==> src/rtl/shift_rows_pipe.sv <==
// shift_rows_pipe: pipelined Rijndael ShiftRows/InvShiftRows for 4xNB byte states with valid/ready flow control.
// Optional byte-parity checking is built when SHIFT_ROWS_PARITY_EN is defined.
module shift_rows_pipe #(
    parameter int NB         = 4,
    parameter int PIPE_DEPTH = 1
) (
    input  logic            clk,
    input  logic            rst_n,
    input  logic            in_valid,
    output logic            in_ready,
    input  logic            in_inv,
    input  logic [32*NB-1:0] in_data,
    output logic            out_valid,
    input  logic            out_ready,
    output logic [32*NB-1:0] out_data
`ifdef SHIFT_ROWS_PARITY_EN
    ,
    input  logic [4*NB-1:0] in_par,
    output logic [4*NB-1:0] out_par,
    output logic            par_err
`endif
);

    localparam int W = 32 * NB;

    if (!(NB == 4 || NB == 6 || NB == 8)) begin : g_bad_nb
        $error("shift_rows_pipe: NB must be 4, 6 or 8");
    end
    if (PIPE_DEPTH < 1 || PIPE_DEPTH > 4) begin : g_bad_depth
        $error("shift_rows_pipe: PIPE_DEPTH must be 1..4");
    end

    // Row offsets: {0,1,2,3}, except 256-bit blocks use {0,1,3,4}.
    function automatic int off(input int r);
        return (NB == 8 && r > 1) ? r + 1 : r;
    endfunction

    function automatic int src(input int r, input int c, input logic inv);
        return inv ? (c + NB - off(r)) % NB : (c + off(r)) % NB;
    endfunction

    logic [W-1:0]          perm_data;
    logic [PIPE_DEPTH:0]   rdy;
    logic [PIPE_DEPTH:0]   v_s;
    logic [PIPE_DEPTH-1:0] v_q;
    logic [PIPE_DEPTH-1:0] v_d;
    logic [PIPE_DEPTH-1:0] ld;
    logic [W-1:0]          data_s [PIPE_DEPTH+1];
    logic [W-1:0]          data_q [PIPE_DEPTH];

    always_comb begin
        perm_data = '0;
        for (int r = 0; r < 4; r++)
            for (int c = 0; c < NB; c++)
                perm_data[8*(r+4*c) +: 8] = in_data[8*(r+4*src(r, c, in_inv)) +: 8];
    end

    // Ready ripples back from the output: a stage can load if empty or draining.
    always_comb begin
        rdy[PIPE_DEPTH] = out_ready;
        for (int i = PIPE_DEPTH - 1; i >= 0; i--)
            rdy[i] = !v_q[i] || rdy[i+1];
        v_s       = {v_q, in_valid};
        data_s[0] = perm_data;
        for (int i = 0; i < PIPE_DEPTH; i++)
            data_s[i+1] = data_q[i];
        for (int i = 0; i < PIPE_DEPTH; i++) begin
            v_d[i] = rdy[i] ? v_s[i] : v_q[i];
            ld[i]  = rdy[i] && v_s[i];
        end
    end

    always_ff @(posedge clk or negedge rst_n) begin
        if (!rst_n) begin
            v_q <= '0;
            for (int i = 0; i < PIPE_DEPTH; i++)
                data_q[i] <= '0;
        end else begin
            v_q <= v_d;
            for (int i = 0; i < PIPE_DEPTH; i++)
                if (ld[i])
                    data_q[i] <= data_s[i];
        end
    end

    assign in_ready  = rdy[0];
    assign out_valid = v_q[PIPE_DEPTH-1];
    assign out_data  = data_q[PIPE_DEPTH-1];

`ifdef SHIFT_ROWS_PARITY_EN
    logic [4*NB-1:0] perm_par;
    logic [4*NB-1:0] par_calc;
    logic [4*NB-1:0] par_s [PIPE_DEPTH+1];
    logic [4*NB-1:0] par_q [PIPE_DEPTH];
    logic            par_err_q;
    logic            par_err_d;

    always_comb begin
        perm_par = '0;
        par_calc = '0;
        for (int r = 0; r < 4; r++)
            for (int c = 0; c < NB; c++)
                perm_par[r+4*c] = in_par[r+4*src(r, c, in_inv)];
        for (int i = 0; i < 4 * NB; i++)
            par_calc[i] = ^in_data[8*i +: 8];
        par_s[0] = perm_par;
        for (int i = 0; i < PIPE_DEPTH; i++)
            par_s[i+1] = par_q[i];
        par_err_d = par_err_q || (in_valid && in_ready && (par_calc != in_par));
    end

    always_ff @(posedge clk or negedge rst_n) begin
        if (!rst_n) begin
            par_err_q <= 1'b0;
            for (int i = 0; i < PIPE_DEPTH; i++)
                par_q[i] <= '0;
        end else begin
            par_err_q <= par_err_d;
            for (int i = 0; i < PIPE_DEPTH; i++)
                if (ld[i])
                    par_q[i] <= par_s[i];
        end
    end

    assign out_par = par_q[PIPE_DEPTH-1];
    assign par_err = par_err_q;
`endif

endmodule

==> config.mk <==
export PLATFORM = sky130hd
export DESIGN_NAME = shift_rows_pipe
export DESIGN_NICKNAME = d
export VERILOG_FILES = /design/src/rtl/shift_rows_pipe.sv
export SDC_FILE = /design/constraint.sdc
export NUM_CORES = 1
export LEC_CHECK = 0
export ABC_AREA = 1
export CORE_UTILIZATION = 40
export CTS_CLUSTER_DIAMETER = 100
export DETAILED_ROUTE_END_ITERATION = 7
export GPL_TIMING_DRIVEN = 0
export MAX_ROUTING_LAYER = met4
export PLACE_DENSITY = 0.82
export SYNTH_ARGS = -nofsm -noshare
export SYNTH_HDL_FRONTEND = slang
export SYNTH_SLANG_ARGS = --single-unit
export TNS_END_PERCENT = 5
==> constraint.sdc <==
create_clock -name clk -period 1.2 [get_ports clk]
set_input_delay 0.24 -clock clk [delete_from_list [all_inputs] [get_ports clk]]
set_output_delay 0.24 -clock clk [all_outputs]
set_load 0.005 [all_outputs]
## Word-level counts from Yosys, hierarchy flattened

Cells that the tools add are included.

| word-level totals | value |
|---|---|
| output and inout bits | 130 |
| word-level logic and storage cells | 25 |
| register bits | 129 |

| operators by class | value |
|---|---|
| shifts and indexed selects | 8 |
| muxes and demuxes | 4 |
| reductions and logical operators | 3 |
| add/subtract/negate cells | 8 |

Operators with widths:

| kind | count |
|---|---|
| $shiftx 128x32->8 | 5 |
| $shiftx 128x9->8 | 3 |
| $add 3x29->29 const A | 3 |
| $add 2x29->29 const A | 1 |
| $add 1x4->5 const A | 3 |
| $mux 2 | 4 |
| $add 2x4->5 const A | 1 |
| $logic_and 1x1->1 | 1 |
| $logic_not 1->1 | 1 |
| $logic_or 1x1->1 | 1 |

## Logic depth before layout (Yosys ltp)

Gate-level depths: netlist of the first run.

| logic depth | value |
|---|---|
| depth after elaboration | 3 |
| depth in mapped cells | 7 |
| mapped depth without buffers | 5 |

## Worst setup path before layout of the first run

No wires, ideal clock.

| timing | value |
|---|---|
| kind | flip-flop to flip-flop |
| from | register v_q, in the netlist out_valid |
| to | register data_q (netlist bit out_data[100]) |
| cell stages (with the launch flop) | 7 |
| arrival time | 1.000 ns |
| slack | 0.083 ns |
| cells stage by stage | dfrtp_1 nand2_1 nand2_1 buf_2 buf_4 nand2_1 nand2_1 |

| between the ends | value |
|---|---|
| word-level cells in the longest chain between the ends | 3 |

RTL lines:

| element | RTL line | text |
|---|---|---|
| from (decl) | 45 | `logic [PIPE_DEPTH-1:0] v_q;` |
| from (signal assigned) | 79 | `v_q <= v_d;` |
| $logic_not 1->1 | 62 | `rdy[i] = !v_q[i] \|\| rdy[i+1];` |
| $logic_or 1x1->1 | 62 |  |
| $logic_and 1x1->1 | 69 | `ld[i] = rdy[i] && v_s[i];` |
| to (signal, indexed assignment) | 82 | `data_q[i] <= data_s[i];` |
| to (decl) | 49 | `logic [W-1:0] data_q [PIPE_DEPTH];` |

Every way passes these cells.
A chain may end at the register's enable or synchronous reset.

## Final worst setup path of the first run

| timing | value |
|---|---|
| from | register v_q, in the netlist out_valid |
| to | output port in_ready |

| between the ends | value |
|---|---|
| word-level cells in the longest chain between the ends | 2 |

RTL lines:

| element | RTL line | text |
|---|---|---|
| $logic_not 1->1 | 62 |  |
| $logic_or 1x1->1 | 62 |  |
| to (decl) | 10 | `output logic in_ready,` |

Every way passes these cells.

==> results of run 1 <==
[power breakdown]
part	switching (mW)	total [mW]	internal [mW]
sequential	0.368	5.31	4.94
combinational	1.58	4.05	2.48
clock	1.97	5.23	3.26
total	3.92	14.6	10.7
[sequential cells by signal (all words and copies together) (netlist names)]
signal     count
out_data     128
out_valid      1
[metrics by stage]
stage               worst slack, ns  setup TNS [ns]  utilization (%)  hold slack (ns)
finish                      -0.1160          -12.75            65.17           0.3451
global route                -0.1581          -24.66            65.17           0.3716
CTS                         -0.1416          -15.08            63.46           0.3652
detailed placement          -0.9273          -61.76            59.68           0.2748
global placement             -5.347         -748.26            59.50           0.4544
floorplan                   0.08297               0                -         -0.05559
[logic make-up (layout without fill, tap and decap cells)]
logic type / count (synthesis) / in the layout / share of synthesized area (%)
AND/OR/NAND/NOR: 579 / 579 / 33.65
flip-flops: 129 / 129 / 48.21
buffers and inverters: 178 / 518 / 17.90
AO/OA/AOI/OAI: 1 / 1 / 0.2430
[layout by cell type, fill, tap and decap left out, types with 2 or more instances in the layout]
master / Yosys / layout
buf_8: 0 / 2
clkbuf_4: 0 / 2
clkbuf_2: 0 / 6
clkbuf_1: 8 / 3
buf_12: 0 / 3
clkinv_2: 0 / 5
clkdlybuf4s50_1: 0 / 131
clkinv_4: 0 / 3
nand3_1: 64 / 64
clkinvlp_4: 0 / 2
buf_6: 0 / 92
bufinv_16: 0 / 3
dfrtp_1: 129 / 129
inv_2: 1 / 2
buf_4: 131 / 142
nand2_1: 515 / 513
buf_2: 31 / 100
clkbuf_16: 0 / 18
[final timing paths]
check / startpoint / end / slack (ns)
max: out_valid / in_ready / -0.12
min: rst_n / out_data[53] / 0.35
max reg2reg: out_valid / out_data[117] / -0.09
min reg2reg: out_data[85] / out_data[85] / 0.47
max in group asynchronous: rst_n / out_data[127] / 0.21
min in group clk: in_data[97] / out_data[97] / 0.38
[per-layer routing]
| layer | GRT usage, % | wire length [µm] | vias up |
|---|---|---|---|
| li1 | - | - | 3246 |
| met1 | 28.90 | 8486 | 3202 |
| met2 | 42.41 | 10530 | 285 |
| met3 | 6.520 | 1610 | 41 |
| met4 | 10.34 | 552 | 0 |
| met5 | - | 0 | - |
[cell type report]
| cell class | count | share of cell area [%] |
|---|---|---|
| repair buffers | 310 | 25.24 |
| plain buffers | 173 | 13.97 |
| clock buffers | 18 | 4.086 |
| inverters | 3 | 0.1072 |
| well taps | 216 | 2.573 |
| clock inverters | 14 | 1.573 |
| multi-input cells | 580 | 21.71 |
| flip-flops and latches | 129 | 30.74 |
[timing repair]
| item | in CTS | in global routing |
|---|---|---|
| gates cloned | 0 | 1 |
| hold buffers | 1 | 0 |
| resized for setup | 593 | 58 |
| setup endpoints to repair | 254 | 316 |
| endpoints found under the hold margin | 64 | 0 |
| buffers inserted | 44 | 1 |
| pin swaps | 2 | 1 |
[critical path: stages (launching register included)]
cell     delay, ns
dfrtp_1       0.38
nand2_2       0.10
buf_8         0.11
buf_6         0.08
==> results by group, run 1 <==
Clock network
  • Root buf cell: clkbuf_16
  • TritonCTS clock tree: done
  • Clock sinks: 129
  • Maximum clock path buffer count: 2
  • Inserted Clock Buffers: 17
  • Clk Latency, worst-skew pair: a little over 0.4 ns
  • Worst-path clk slew: 0.06 ns
  • H-tree levels: 4

Worst setup path
  • Critical Path Source Type: register
  • Worst-path maximum fanout: 2
  • Crit path kind: register to output port
  • CP Capture Type: output port
  • Critical Path AT: 1.08 ns
  • Worst path required time: between 0.9 and 1 ns
  • R2R depth: 7

Global routing
  • Vias in the first global route: 6537
  • GRT Overall Usage: ~25%
  • Initial antenna violation count: 0
  • Largest net degree at the start of global routing: between 60 and 70
  • First-pass GRT wire length: ~33000 µm
  • Total gr overflow: 0

STA
  • Measured slew at the worst slew-check pin: roughly 0.51 ns
  • Slew Viols, Final: 0
  • Slew headroom: between 60 and 70%
  • Final hold violation count: 0
  • Clock skew: between 0.009 and 0.01 ns
  • Setup ws final: -0.1160 ns
  • Fin crit period: about 1.3 ns
  • Final setup vio count: 239
  • RSZ-0062 raised after global routing: true
  • Tcrit/Tclk final: 109.7%
  • Fmax: roughly 0.76 GHz

Synthesis
  • Async SR Flop Fraction: 100.0%
  • Avg Cell Area, Syn: 7.550 µm²
  • Sequential area share after synthesis: 48.21%
  • Synthesized area: between 6000 and 7000 µm²
  • Mapped Nets: 1020
  • Post-synth cell types: 10
  • Most common cell in the netlist: nand2_1
  • Main area contributors after synthesis: dfrtp_1, nand2_1, buf_4, nand3_1, buf_2
  • Seq cells post-synth: around 130
  • Post-Syn Instances: 887
  • Top FF cell, synth: dfrtp_1
  • Most common library cells after synthesis: nand2_1, buf_4, dfrtp_1
  • Cell taking the most area after synthesis: dfrtp_1
  • Synth top area share: between 40% and 50%
  • Post-synth EDFFs: 0
  • Ys Warns: 0

Outcome
  • Failing checks: negative setup slack
  • Status: complete, but fails checks

Finish
  • Final Instance Area: approximately 11000 µm²
  • FF+latch area: between 3000 and 4000 µm²
  • Non-Filler Instances: approximately 1400
  • Filler Cell Count: between 1000 and 1500
  • Share of cells above drive strength 1: a little under a third
  • Inserted Diodes: 0
  • Total Nets Final: 1347
  • Synthesis-to-layout area growth: 56.84%
  • Area of the multi-input gates: ~2300 µm²

Power
  • LEAKAGE: approximately 5.9 nW
  • Maximum vdd drop: ~0.93 mV
  • Power Total: 14.60 mW
  • Power Density: ~1400 nW/µm²

Die
  • I/O Pins: 263
  • Die ar.: around 17000 µm²
  • Initial Utilization: between 40% and 50%
  • FP Rows: 46
  • Die Height: between 100 and 150 µm
  • Die width: approximately 130 µm
  • CORE AREA: 16120 µm²

Drt
  • Final wirelength: 21180 µm
  • Drc violations: 0
  • DR vias: between 6000 and 7000
  • 1st-pass router iterations: 5
  • Drt wl/cell: about 15 µm
  • DRT iter0 DRCs: about 340
  • Via density: about 4.7
  • Antenna Nets Post-Route: 0

Placed design
  • Gpl congestion: approximately 0.91
  • Port Buffers: between 200 and 300
  • Placed wire-length estimate: roughly 15000 µm
  • Placed Cells incl. Taps: between 1000 and 1500
  • Cell Area, Placed: 9618 µm²

Flow run
  • Max cap viols: 0

Hold path
  • Worst hold path type: input pin to async pin
Note: power is estimated with default switching activity, not from simulation.
==> inputs of run 2 (changes only) <==
--- a/config.mk
+++ b/config.mk
@@ -9,9 +9,12 @@
 export CORE_UTILIZATION = 40
 export CTS_CLUSTER_DIAMETER = 100
 export DETAILED_ROUTE_END_ITERATION = 7
+export GPL_ROUTABILITY_DRIVEN = 0
 export GPL_TIMING_DRIVEN = 0
+export HOLD_SLACK_MARGIN = 0.15
 export MAX_ROUTING_LAYER = met4
 export PLACE_DENSITY = 0.82
+export SLEW_MARGIN = 10
 export SYNTH_ARGS = -nofsm -noshare
 export SYNTH_HDL_FRONTEND = slang
 export SYNTH_SLANG_ARGS = --single-unit
==> results of run 2 <==
Final layout, timing and power as in run 1 (identical DEF).
==> inputs of run 3 (changes only) <==
--- a/config.mk
+++ b/config.mk
@@ -10,10 +10,10 @@
 export CTS_CLUSTER_DIAMETER = 100
 export DETAILED_ROUTE_END_ITERATION = 7
 export GPL_ROUTABILITY_DRIVEN = 0
-export GPL_TIMING_DRIVEN = 0
-export HOLD_SLACK_MARGIN = 0.15
+export HOLD_SLACK_MARGIN = 0.02
 export MAX_ROUTING_LAYER = met4
 export PLACE_DENSITY = 0.82
+export REMOVE_ABC_BUFFERS = 1
 export SLEW_MARGIN = 10
 export SYNTH_ARGS = -nofsm -noshare
 export SYNTH_HDL_FRONTEND = slang
==> results by group, run 3 (synthesized netlist as in run 1, its figures left out) <==
Worst setup path
  • Delay-heaviest family, CP: flip-flops
  • Critical Path, Cell by Cell: buf_6, nand2_8, buf_6
  • CP Capture Type: output port
  • Critical path depth: 3 (unchanged)
  • Crit path kind: register to output port
  • Worst path max stage delay: 0.42 ns (+0.04 ns)
  • Worst path required time: 0.96 ns (about the same)
  • Critical Path AT: 1.13 ns (+0.05 ns)
  • Worst path bufs/invs: 2 (unchanged)
  • R2R depth: 7 (unchanged)
  • Slowest cell on crit path: dfrtp_2
  • Critical Path Source Type: register
  • Worst-path maximum fanout: 3 (+1)
  • Most used cell along the critical path: buf_6

STA
  • Worst hold slack: 0.1734 ns (-0.1716 ns)
  • Final hold violation count: 0 (unchanged)
  • Setup ws final: -0.1674 ns (-0.05146 ns)
  • RSZ-0062 raised after global routing: true
  • Measured slew at the worst slew-check pin: 0.4482 ns (-0.05780 ns)
  • Fin crit period: 1.367 ns (+0.05146 ns)
  • Slew headroom: 70.12% (+3.9 points)
  • Fmax: 0.7313 GHz (-3.8%)
  • Slew Viols, Final: 0 (unchanged)
  • Final setup vio count: 131 (-45%)
  • Tcrit/Tclk final: 114.0% (+4.3 points)
  • Clock skew: 0.009203 ns (-0.0004249 ns)

Die
  • Die ar.: 17260 µm² (unchanged)
  • Die Height: 131.4 µm (unchanged)
  • CORE AREA: 16120 µm² (unchanged)
  • Die width: 131.4 µm (unchanged)
  • FP Rows: 46 (unchanged)
  • Initial Utilization: 41.55% (unchanged)
  • I/O Pins: 263 (unchanged)

Clock network
  • H-tree levels: 4 (unchanged)
  • Root buf cell: clkbuf_16
  • TritonCTS clock tree: done
  • Worst-path clk slew: 0.05 ns (about the same)
  • Clock sinks: 129 (unchanged)
  • Clk Latency, worst-skew pair: 0.41 ns (about the same)
  • Maximum clock path buffer count: 2 (unchanged)
  • Inserted Clock Buffers: 17 (unchanged)

Finish
  • Total Nets Final: 1175 (-13%)
  • Synthesis-to-layout area growth: 39.13%
  • Commonest non-fill, non-tap cell in the layout: nand2_1
  • Most frequent cells in the layout: nand2_1, clkdlybuf4s50_1, dfrtp_1, buf_2, nand3_1
  • Largest register FFs: 128 (unchanged)
  • Share of cells above drive strength 1: 22.98% (-8.4 points)
  • Inserted Diodes: 0 (unchanged)
  • Non-Filler Instances: 1269 (-12%)

Power
  • Clock power frac: 40.9% (+5.1 points)
  • Combinational fraction of design power: 20.7% (-7.1 points)
  • Switching Share: 26.15% (-0.68 points)
  • Net Sw Power: 3.599 mW (-8.1%)
  • Int Pwr: 10.17 mW (-4.8%)
  • Maximum vdd drop: 0.9200 mV (-1.1%)
  • Sequential power share: 38.4% (+2.0 points)
  • LEAKAGE: 5.099 nW (-13%)
  • Power Density: 1477 nW/µm² (+6.3%)

Drt
  • DR vias: 5997 (-11%)
  • Via density: 4.726 (+0.67%)
  • Drc violations: 0 (unchanged)
  • Antenna Nets Post-Route: 0 (unchanged)
  • DRT iter0 DRCs: 416 (+21%)
  • Drt wl/cell: 15.28 µm (+4.1%)
  • Final wirelength: 19400 µm (-8.4%)
  • 1st-pass router iterations: 5 (unchanged)

Hold path
  • WHS Path Cells: 3
  • Worst hold path type: input pin to register

Global routing
  • Initial antenna violation count: 0 (unchanged)
  • Total gr overflow: 0 (unchanged)
  • GRT Overall Usage: 21.90% (-3.4 points)
  • Largest net degree at the start of global routing: 53 (-20%)
  • First-pass GRT wire length: 29220 µm (-12%)
  • Vias in the first global route: 5853 (-10%)

Placed design
  • Placed Cells incl. Taps: 1216 (-11%)
  • Placed wire-length estimate: 12220 µm (-17%)
  • Port Buffers: 262 (unchanged)

Outcome
  • Status: complete, but fails checks
  • Failing checks: negative setup slack

Flow run
  • Max cap viols: 0 (unchanged)
==> run 3: stage by stage <==
step | total power, mW | setup TNS, ns | utilization, % | instance area, µm² | setup slack (ns)
floorplan | 6.191 | -364.25 | - | 5509 | -2.840
global placement | 8.354 | -46.15 | 54.21 | 8736 | -0.3900
detailed placement | 8.432 | -47.80 | 54.21 | 8736 | -0.4028
CTS | 13.72 | -17.98 | 56.44 | 9096 | -0.1740
global route | 14.39 | -18.81 | 57.81 | 9316 | -0.2078
finish | 13.76 | -12.31 | 57.81 | 9316 | -0.1674
==> run 3: area by class of cell <==
class	instances	area, µm²
fill	1453	6799
sequential	129	3229
timing repair buffer	310	2755
multi-input combinational	581	2410
clock buffer	20	456.7
tap	216	270.3
clock inverter	10	183.9
inverter	3	11.26
==> run 3: repair_timing <==
item,CTS,global route
pin swaps,2,10
cloned,0,11
endpoints found under the setup margin,258,215
resized for setup,414,100
hold buffers,1,0
setup buffers,8,3
endpoints found under the hold margin,27,0
==> run 3: path summary, 6_finish.rpt <==
check	slack, ns	from	end
max in group asynchronous	0.38	rst_n	out_data[40]
hold / removal	0.17	in_valid	out_valid
hold reg to reg	0.46	out_data[0]	out_data[0]
setup / recovery	-0.17	out_valid	in_ready
setup reg to reg	-0.15	out_valid	out_data[93]
min in group asynchronous	0.32	rst_n	out_data[100]
==> run 3: power groups by stage <==
stage                     Combinational [mW]  Sequential (mW)  Clock, mW
final                                   2.85             5.28       5.63
after global routing                    3.13             5.34       5.91
after CTS                               2.72             5.27       5.74
after detailed placement                3.09             5.34          0
after global placement                  3.02             5.33          0
after floorplan                        0.821             5.37          0
==> run 3: routing by layer <==
layer,vias up,track usage (%),wire [µm]
met5,-,-,0
met4,0,12.53,757
met3,56,3.974,1073
met2,249,36.05,9733
met1,2788,25.16,7831
li1,2904,-,-
==> run 3: worst min-delay path, delay by kind of cell <==
family | cells | cell delay, ns
simple gates | 1 | 0.08
buf+inv | 2 | 0.22
